File: config.mk
export PLATFORM = sky130hd
export DESIGN_NAME = seg_scan_mux
export DESIGN_NICKNAME = d
export VERILOG_FILES = /design/src/rtl/seg_pkg.sv /design/src/rtl/seg_hex_decode.sv /design/src/rtl/seg_scan_mux.sv
export SDC_FILE = /design/constraint.sdc
export NUM_CORES = 1
export LEC_CHECK = 0
export CAP_MARGIN = 10
export CORE_UTILIZATION = 59
export CTS_CLUSTER_DIAMETER = 80
export CTS_CLUSTER_SIZE = 20
export DETAILED_ROUTE_END_ITERATION = 7
export GPL_TIMING_DRIVEN = 1
export MAX_ROUTING_LAYER = met4
export PLACE_DENSITY_LB_ADDON = 0.12
export SLEW_MARGIN = 20
export SYNTH_ARGS = -nofsm -noshare
export SYNTH_HDL_FRONTEND = slang
export SYNTH_SLANG_ARGS = --single-unit
File: constraint.sdc
create_clock -name clk -period 10.3 [get_ports clk]
set_input_delay 3.09 -clock clk [delete_from_list [all_inputs] [get_ports clk]]
set_output_delay 3.09 -clock clk [all_outputs]
set_load 0.1 [all_outputs]
File: src/rtl/seg_pkg.sv
// seg_pkg: shared types and constants for the seven-segment scan driver.
// Hex glyph table (active-high gfedcba), FSM state enum, segment bit indices.
package seg_pkg;

  typedef enum logic [1:0] {
    IDLE,
    BLANK,
    SHOW
  } seg_state_e;

  localparam int SEG_A  = 0;
  localparam int SEG_B  = 1;
  localparam int SEG_C  = 2;
  localparam int SEG_D  = 3;
  localparam int SEG_E  = 4;
  localparam int SEG_F  = 5;
  localparam int SEG_G  = 6;
  localparam int SEG_DP = 7;

  // Entry n is the glyph for nibble n.
  localparam logic [15:0][6:0] HEX_SEG = {
    7'h71, 7'h79, 7'h5E, 7'h39,
    7'h7C, 7'h77, 7'h6F, 7'h7F,
    7'h07, 7'h7D, 7'h6D, 7'h66,
    7'h4F, 7'h5B, 7'h06, 7'h3F
  };

  function automatic logic [7:0] hex_glyph(
    input logic [3:0] nib,
    input logic       dp
  );
    logic [7:0] g;
    g = '0;
    g[SEG_G:SEG_A] = HEX_SEG[nib];
    g[SEG_DP] = dp;
    return g;
  endfunction

endpackage

File: src/rtl/seg_hex_decode.sv
// seg_hex_decode: nibble + dp + blank -> active-high segment byte.
// Ports: nib_i, dp_i, blank_i in; pat_o[7:0] out ([7]=dp, [6:0]=g..a).
module seg_hex_decode
  import seg_pkg::*;
(
  input  logic [3:0] nib_i,
  input  logic       dp_i,
  input  logic       blank_i,
  output logic [7:0] pat_o
);

  always_comb begin
    pat_o = '0;
    if (!blank_i) begin
      pat_o = hex_glyph(nib_i, dp_i);
    end
  end

endmodule

File: src/rtl/seg_scan_mux.sv
// seg_scan_mux: time-multiplexed seven-segment driver, per-frame data latch.
// Ports: clk, rst_n, en, data, dp in; seg_sel, seg_led, frame_done out.
// Optional leading-zero suppression when SEG_LZ_BLANK_EN is defined.
module seg_scan_mux
  import seg_pkg::*;
#(
  parameter int DIGITS       = 6,
  parameter int DIGIT_CYC    = 50_000,
  parameter int BLANK_CYC    = 500,
  parameter int SEL_ACT_HIGH = 1,
  parameter int SEG_ACT_HIGH = 1
) (
  input  logic                  clk,
  input  logic                  rst_n,
  input  logic                  en,
  input  logic [4*DIGITS-1:0]   data,
  input  logic [DIGITS-1:0]     dp,
  output logic [DIGITS-1:0]     seg_sel,
  output logic [7:0]            seg_led,
  output logic                  frame_done
);

  localparam int MAXC =
    (DIGIT_CYC > BLANK_CYC) ? DIGIT_CYC : BLANK_CYC;
  localparam int TW = (MAXC > 0) ? $clog2(MAXC + 1) : 1;
  localparam int IW = (DIGITS > 1) ? $clog2(DIGITS) : 1;
  localparam int BL = (BLANK_CYC > 0) ? BLANK_CYC - 1 : 0;

  localparam logic [TW-1:0] D_LAST = TW'(DIGIT_CYC - 1);
  localparam logic [TW-1:0] B_LAST = TW'(BL);
  localparam logic [IW-1:0] I_LAST = IW'(DIGITS - 1);

  localparam logic [DIGITS-1:0] SEL_OFF =
    (SEL_ACT_HIGH != 0) ? '0 : '1;
  localparam logic [7:0] LED_OFF =
    (SEG_ACT_HIGH != 0) ? 8'h00 : 8'hFF;

  // After a lit digit (or from IDLE) the gap is skipped when empty.
  localparam seg_state_e GAP_ST =
    (BLANK_CYC == 0) ? SHOW : BLANK;

  seg_state_e state_q, state_d;
  logic [IW-1:0] idx_q, idx_d;
  logic [TW-1:0] tmr_q, tmr_d;
  logic [4*DIGITS-1:0] data_q, data_d;
  logic [DIGITS-1:0] dp_q, dp_d;
  logic [DIGITS-1:0] sel_q, sel_d;
  logic [7:0] led_q, led_d;
  logic fd_q, fd_d;
  logic latch;

  // FSM next state
  always_comb begin
    state_d = state_q;
    idx_d   = idx_q;
    tmr_d   = tmr_q;
    fd_d    = 1'b0;
    latch   = 1'b0;
    if (!en) begin
      state_d = IDLE;
      idx_d   = '0;
      tmr_d   = '0;
    end else begin
      unique case (state_q)
        IDLE: begin
          latch   = 1'b1;
          idx_d   = '0;
          tmr_d   = '0;
          state_d = GAP_ST;
        end
        BLANK: begin
          if (tmr_q == B_LAST) begin
            tmr_d   = '0;
            state_d = SHOW;
          end else begin
            tmr_d = tmr_q + TW'(1);
          end
        end
        SHOW: begin
          if (tmr_q == D_LAST) begin
            tmr_d   = '0;
            state_d = GAP_ST;
            if (idx_q == I_LAST) begin
              idx_d = '0;
              fd_d  = 1'b1;
              latch = 1'b1;
            end else begin
              idx_d = idx_q + IW'(1);
            end
          end else begin
            tmr_d = tmr_q + TW'(1);
          end
        end
        default: begin
          state_d = IDLE;
          idx_d   = '0;
          tmr_d   = '0;
        end
      endcase
    end
  end

  always_comb begin
    data_d = data_q;
    dp_d   = dp_q;
    if (latch) begin
      data_d = data;
      dp_d   = dp;
    end
  end

  logic blank_b;

`ifdef SEG_LZ_BLANK_EN
  logic [DIGITS-1:0] mask_q, mask_d;
  logic [DIGITS-1:0] lz;
  logic lead;

  // Walk down from the top digit; stop at first
  // non-zero nibble or set dp. Digit 0 never blanks.
  always_comb begin
    lz   = '0;
    lead = 1'b1;
    for (int i = DIGITS - 1; i > 0; i--) begin
      if (lead && data[4*i +: 4] == 4'h0 && !dp[i]) begin
        lz[i] = 1'b1;
      end else begin
        lead = 1'b0;
      end
    end
  end

  always_comb begin
    mask_d = mask_q;
    if (latch) begin
      mask_d = lz;
    end
  end

  always_ff @(posedge clk or negedge rst_n) begin
    if (!rst_n) begin
      mask_q <= '0;
    end else begin
      mask_q <= mask_d;
    end
  end

  assign blank_b = mask_d[idx_d];
`else
  assign blank_b = 1'b0;
`endif

  logic [3:0] nib;
  logic       dpb;
  logic [7:0] pat;
  logic [DIGITS-1:0] onehot;

  // Outputs are decoded from next-state values so they
  // change on the same edge the FSM enters a state.
  assign nib = data_d[{idx_d, 2'b00} +: 4];
  assign dpb = dp_d[idx_d];

  seg_hex_decode u_dec (
    .nib_i   (nib),
    .dp_i    (dpb),
    .blank_i (blank_b),
    .pat_o   (pat)
  );

  always_comb begin
    onehot = '0;
    onehot[idx_d] = 1'b1;
    sel_d = SEL_OFF;
    led_d = LED_OFF;
    if (state_d == SHOW) begin
      sel_d = (SEL_ACT_HIGH != 0) ? onehot : ~onehot;
      led_d = (SEG_ACT_HIGH != 0) ? pat : ~pat;
    end
  end

  always_ff @(posedge clk or negedge rst_n) begin
    if (!rst_n) begin
      state_q <= IDLE;
      idx_q   <= '0;
      tmr_q   <= '0;
      data_q  <= '0;
      dp_q    <= '0;
      sel_q   <= SEL_OFF;
      led_q   <= LED_OFF;
      fd_q    <= 1'b0;
    end else begin
      state_q <= state_d;
      idx_q   <= idx_d;
      tmr_q   <= tmr_d;
      data_q  <= data_d;
      dp_q    <= dp_d;
      sel_q   <= sel_d;
      led_q   <= led_d;
      fd_q    <= fd_d;
    end
  end

  assign seg_sel    = sel_q;
  assign seg_led    = led_q;
  assign frame_done = fd_q;

endmodule

# Word-level counts from Yosys, hierarchy flattened
# Memories as Yosys holds them, arrays and structs flattened.
# Index checks and enable logic that the tools add are counted.
[word_totals] register_bits=66 memories=1 out_inout_bits=15 mem_bits_ro=112 word_cells=50 inputBits=33
[mem_list] memory="(name not given)" words=16 width=7 rd=1 rd_clocked_by_memory_dff=0 write_ports=0 line_no="seg_pkg.sv:34" source="g[SEG_G:SEG_A] = HEX_SEG[nib];"
[classes] n_addsub=2 mux=27 n_reduce_logical=2 shifts=1 eq_ne=6 n_lt_le_gt_ge=3
[op_table] cell="16-bit 2-to-1 mux" count=3
[op_table] cell="16-bit one-hot mux with 2 select lines" count=1
[op_table] cell="24-bit 2-to-1 mux" count=1
[op_table] cell="24-bit by 6-bit variable part select with 4-bit output" count=1
[op_table] cell="16-bit by 1-bit adder with 16-bit output (second input constant)" count=1
[op_table] cell="16-bit equality test (second input constant)" count=1
[op_table] cell="16-bit by 9-bit equality test with 1-bit output (second input constant)" count=1
[op_table] cell="6-bit 2-to-1 mux" count=2
[op_table] cell="3-bit 2-to-1 mux" count=3
[op_table] cell="8-bit 2-to-1 mux" count=1
[op_table] cell="1-bit 2-to-1 mux" count=7
[op_table] cell="7-bit 2-to-1 mux" count=1
[op_table] cell="2-bit 2-to-1 mux" count=3
[op_table] cell="2-bit one-hot mux with 3 select lines" count=1
[op_table] cell="3-bit one-hot mux with 2 select lines" count=1
[op_table] cell="4-bit by 5-bit < comparator with 1-bit output (second input constant)" count=1
[op_table] cell="2-bit equality test (second input constant)" count=2
[op_table] cell="3-bit by 4-bit < comparator with 1-bit output (second input constant)" count=1
[op_table] cell="3-bit by 1-bit adder with 3-bit output (second input constant)" count=1
[op_table] cell="1-bit binary-select mux with 3-bit select" count=1
[op_table] cell="1-bit demux with 3-bit select" count=1
[op_table] cell="3-bit equality test (second input constant)" count=1
[op_table] cell="3-bit by 1-bit >= comparator with 1-bit output (second input constant)" count=1
[op_table] cell="2-bit by 1-bit equality test with 1-bit output (second input constant)" count=1
[op_table] cell="3 further kinds" count=3

# Depth between registers and ports, before layout
[depth] word_depth=10 mapped_depth=17 mapped_depth_nobuf=14

# By module
# Synthesis repeated with hierarchy kept, for this count alone.
[hier_totals] hier_cells=488 hier_area_um2=4121.5
[modules_own_cells] module="seg_scan_mux" instances=1 area_each_um2=3837.4 cells_per_inst=450
[modules_own_cells] module="seg_hex_decode" instances=1 area_each_um2=284.0 cells_per_inst=38

# Least setup slack after synthesis
# Ideal clock, no wire load.
[synth_path] kind="input -> register" startpoint="input port en" endpoint="register led_q[0] (netlist: seg_led[0])" cell_stages=13 slack_ps=4496 arrival_time_ps=5733 n_path_buf=2 setup_time_ps=71 cell_sequence="clkbuf_1 > nand2_1 > nor3_1 > a22o_1 > buf_2 > mux2_2 > mux2i_1 > o32a_1 > o31a_1 > inv_1 > ha_1 > or4_1 > nand4_1"
[synth_via] elab_chain_len=6 elab_cells_between_ends=9 cone_classes="1 x eq/ne; 1 x shift; 6 x mux; 1 x memory"
[synth_lines] element="start: declaration" line_no="seg_scan_mux.sv:15" source="input logic en,"
[synth_lines] element="1-bit 2-to-1 mux" line_no="seg_scan_mux.sv:59" source="if (!en) begin"
[synth_lines] element="24-bit 2-to-1 mux" line_no="seg_scan_mux.sv:106" source="if (latch) begin"
[synth_lines] element="via data_d[21]" line_no="seg_scan_mux.sv:45" source="logic [4*DIGITS-1:0] data_q, data_d;"
[synth_lines] element="24-bit by 6-bit variable part select with 4-bit output" line_no="seg_scan_mux.sv:160" source="assign nib = data_d[{idx_d, 2'b00} +: 4];"
[synth_lines] element="memory 16 x 7 bit"
[synth_lines] element="7-bit 2-to-1 mux (implied by the code)" line_no="seg_pkg.sv:34"
[synth_lines] element="8-bit 2-to-1 mux" line_no="seg_scan_mux.sv:175" source="if (state_d == SHOW) begin"
[synth_lines] element="via led_d[0]" line_no="seg_scan_mux.sv:48" source="logic [7:0] led_q, led_d;"
[synth_lines] element="end signal: assignment" line_no="seg_scan_mux.sv:198" source="led_q <= led_d;"
[synth_lines] element="end: declaration" line_no="seg_scan_mux.sv:48"
# The timed path passes the listed nets, and every way through them passes these cells. The select of a mux whose other input is x is not followed.

# Final worst setup path
[layout_path] startpoint="input port en" endpoint="register led_q[3] (netlist: seg_led[3])"
# Same word-level chain as after synthesis.

==> out/summary.txt <==
Synthesized flop and latch total: 66
Starting Density: 61.0%
Vias/cell: 5.86
Die Ht: 80.0 um
Placed Instances: 481
Max FO, Critical Path: 26
Core area: 0.00589 mm2
Grt ovf: 0
Clock power frac: 39.6%
Required @ worst endpoint: 10.54 ns
Max_cap viols: 0
Post_cts resized: 0
CTS clock-pin slew for the worst setup and hold paths: 0.08 ns
Crit share post-route: 65.0%
DR vias: 2914
Die width: 80.0 um
Most frequent cells in the layout: nand2_1, dfrtp_1, clkdlybuf4s50_1
RePlAce Congestion: 0.880
Crit-path slowest cell: a22o_1
Slew Viols, Final: 0
Remaining antenna violation count after routing: 0
H-tree level count: 3
Slew @ Worst Pin: 0.986 ns
Die area: 0.00640 mm2
Worst min-delay path category: flop to flop
TritonCTS Sinks: 66
Sw Ratio: 26.7%
Most common cell after layout, fill and taps aside: nand2_1
DP Wirelength: 5560 um
Worst path max stage delay: 0.81 ns
Combinational share of power: 14.7%
Synth Cell Area: 0.00359 mm2
Cell internal pwr: 455 uW
Fmax: 149 MHz
Synth-to-layout area growth: 19.7%
CTS tree: yes
Switching Power: 166 uW
Post-synth top flop: dfrtp_1
Hold buffer count at cts: 0
Critical path buffer and inverter count: 2
Post-Syn Instances: 373
# IOs: 48
Async SR Flop Fraction: 100%
Synth cell types: 64
Delay-heaviest family, CP: compound AO/OA/AOI/OAI gates
Worst path arrival time: 6.93 ns
RSZ-0062 raised after global routing: no
Vias in the first global route: 2631
Buffers on Ports: 47
Worst skew pair latency: 0.35 ns
Crit start category: input pin
Hold_ws: 0.468 ns
R2R cell count: 12
Setup violators final: 0
Yosys synthesis warning count: 0
Initial antenna violation count: 0
Routed len/inst: 16.1 um
Pleak: 0.00187 uW
Sequential share of the synthesized area: 46.0%
Inserted Diodes: 0
Fraction of layout instances using a drive strength above 1: 10.4%
Aggregate global-route resource usage: 27.7%
Run status: finished clean
Crit path time final: 6.69 ns
Final WL: 8000 um
1st-iter DRT viols: 208
Setup Buffers After CTS: 0
Post-synth EDFFs: 0
Worst Hold Depth: 2
Max Root-Sink Buffers: 2
CP Cell Sequence: clkdlybuf4s50_1 -> nand2_1 -> nor3_1 -> a22o_1 -> mux2_2 -> mux2i_1 -> o32a_1 -> o31a_1 -> inv_1 -> ha_1 -> or4_1 -> o311ai_1
Instance count on the critical path: 12
Worst setup EP type: flop
Drt first pass iters: 4
Post-route DRC: 0
Flop pwr share: 45.7%
Net count, final: 461
Final Skew: 0.0124 ns
CTS root buf: clkbuf_8
Finished Layout Cells: 497
CP Class: input pin to flop
Syn nets: 417
Largest net degree at the start of global routing: 67
First-pass GRT wire length: 12900 um
Tot Pwr: 621 uW
CTS buffer count: 9
Worst VDD drop: 0.112 mV
PD cells: 144 mW/mm2
Final hold violation count: 0
Worst slew margin: 34.1%
Setup TNS: 0 ns
Syn_area_per_cell: 9.63 um2
Row cnt: 28
layer usage:
layer / global-route usage [%] / up-vias / routed length (um)
li1: - / 1397 / -
met1: 37.8 / 1382 / 3590
met2: 40.7 / 120 / 3830
met3: 4.80 / 15 / 444
met4: 12.1 / 0 / 141
met5: - / - / 0
path summary, 6_finish.rpt:
| kind | startpoint | to | slack [ns] |
|---|---|---|---|
| min in group asynchronous | rst_n | tmr_q[13]$_DFF_PN0_ | 2.91 |
| setup reg to reg | tmr_q[4]$_DFF_PN0_ | seg_led[0]$_DFF_PN0_ | 5.58 |
| max in group asynchronous | rst_n | idx_q[0]$_DFF_PN0_ | 6.85 |
| hold reg to reg | dp_q[2]$_DFF_PN0_ | dp_q[2]$_DFF_PN0_ | 0.47 |
| setup / recovery | en | seg_led[3]$_DFF_PN0_ | 3.61 |
| hold / removal | dp_q[2]$_DFF_PN0_ | dp_q[2]$_DFF_PN0_ | 0.47 |
synthesized netlist by cell type (4+ instances only):
library cell | n | area share (%)
nand2b_1 | 4 | 0.70
ha_1 | 11 | 3.8
xor2_1 | 9 | 2.2
clkbuf_1 | 9 | 0.94
dfrtp_1 | 66 | 46
inv_1 | 9 | 0.94
nor2b_1 | 4 | 0.70
o21ai_0 | 12 | 1.7
xnor2_1 | 6 | 1.5
mux2i_1 | 7 | 2.0
nand3_1 | 12 | 1.7
and3_1 | 6 | 1.0
nor2_1 | 42 | 4.4
nand4_1 | 7 | 1.2
nand2_1 | 75 | 7.8
a21oi_1 | 10 | 1.4
mux2_2 | 11 | 3.4
worst reg2reg max path, cell delays in order, from the launching register on:
cell and delay (ns):
dfrtp_1 0.43, or4b_4 0.61, nor4b_4 0.77, xnor2_1 0.20, o21a_1 0.50, clkinv_1 0.46, mux2i_1 0.25, o32a_1 0.16
o31a_1 0.28, inv_1 0.11, ha_1 0.25, or4_1 0.53, nand4_1 0.10
cell families (layout without fill, tap and decap cells):
kind of cell / after synthesis / count (layout) / share of synthesized area, %
AOI/OAI and AO/OA: 58 / 58 / 12.2
xor gates and xnor gates: 15 / 15 / 3.66
adders and majority gates: 11 / 11 / 3.83
and+or+nand+nor: 177 / 177 / 24.3
buffers and inverters: 26 / 75 / 3.52
muxes: 20 / 20 / 6.44
DFF: 66 / 66 / 46.0
sequential cells by signal (all words and copies together), names as in the netlist:
register and flops:
data_q 24, tmr_q 16, seg_led 8, dp_q 6, seg_sel 6, idx_q 3, state_q 2, frame_done 1
power groups by stage:
stage                     Sequential (uW)  Combinational [uW]  Clock, uW
after floorplan                       286                58.8          0
after global placement                287                87.2          0
after detailed placement              288                90.1          0
after CTS                             283                91.3        249
after global routing                  285                 102        262
final                                 283                91.4        246
area by class of cell:
class                      instances  area (um2)
fill                             449        1580
timing repair buffer              49         480
multi-input combinational        281        1810
clock inverter                     7         100
sequential                        66        1650
inverter                          10        37.5
tap                               75        93.8
clock buffer                       9         124
per-stage QoR:
step                setup WS (ns)  utilization, %  cell area, um2
floorplan                    4.50               -            3590
global placement             3.42            69.3            4080
detailed placement           3.26            69.3            4080
CTS                          3.60            73.1            4300
global route                 3.34            73.1            4300
finish                       3.61            73.1            4300
(Power assumes the default switching activity.)
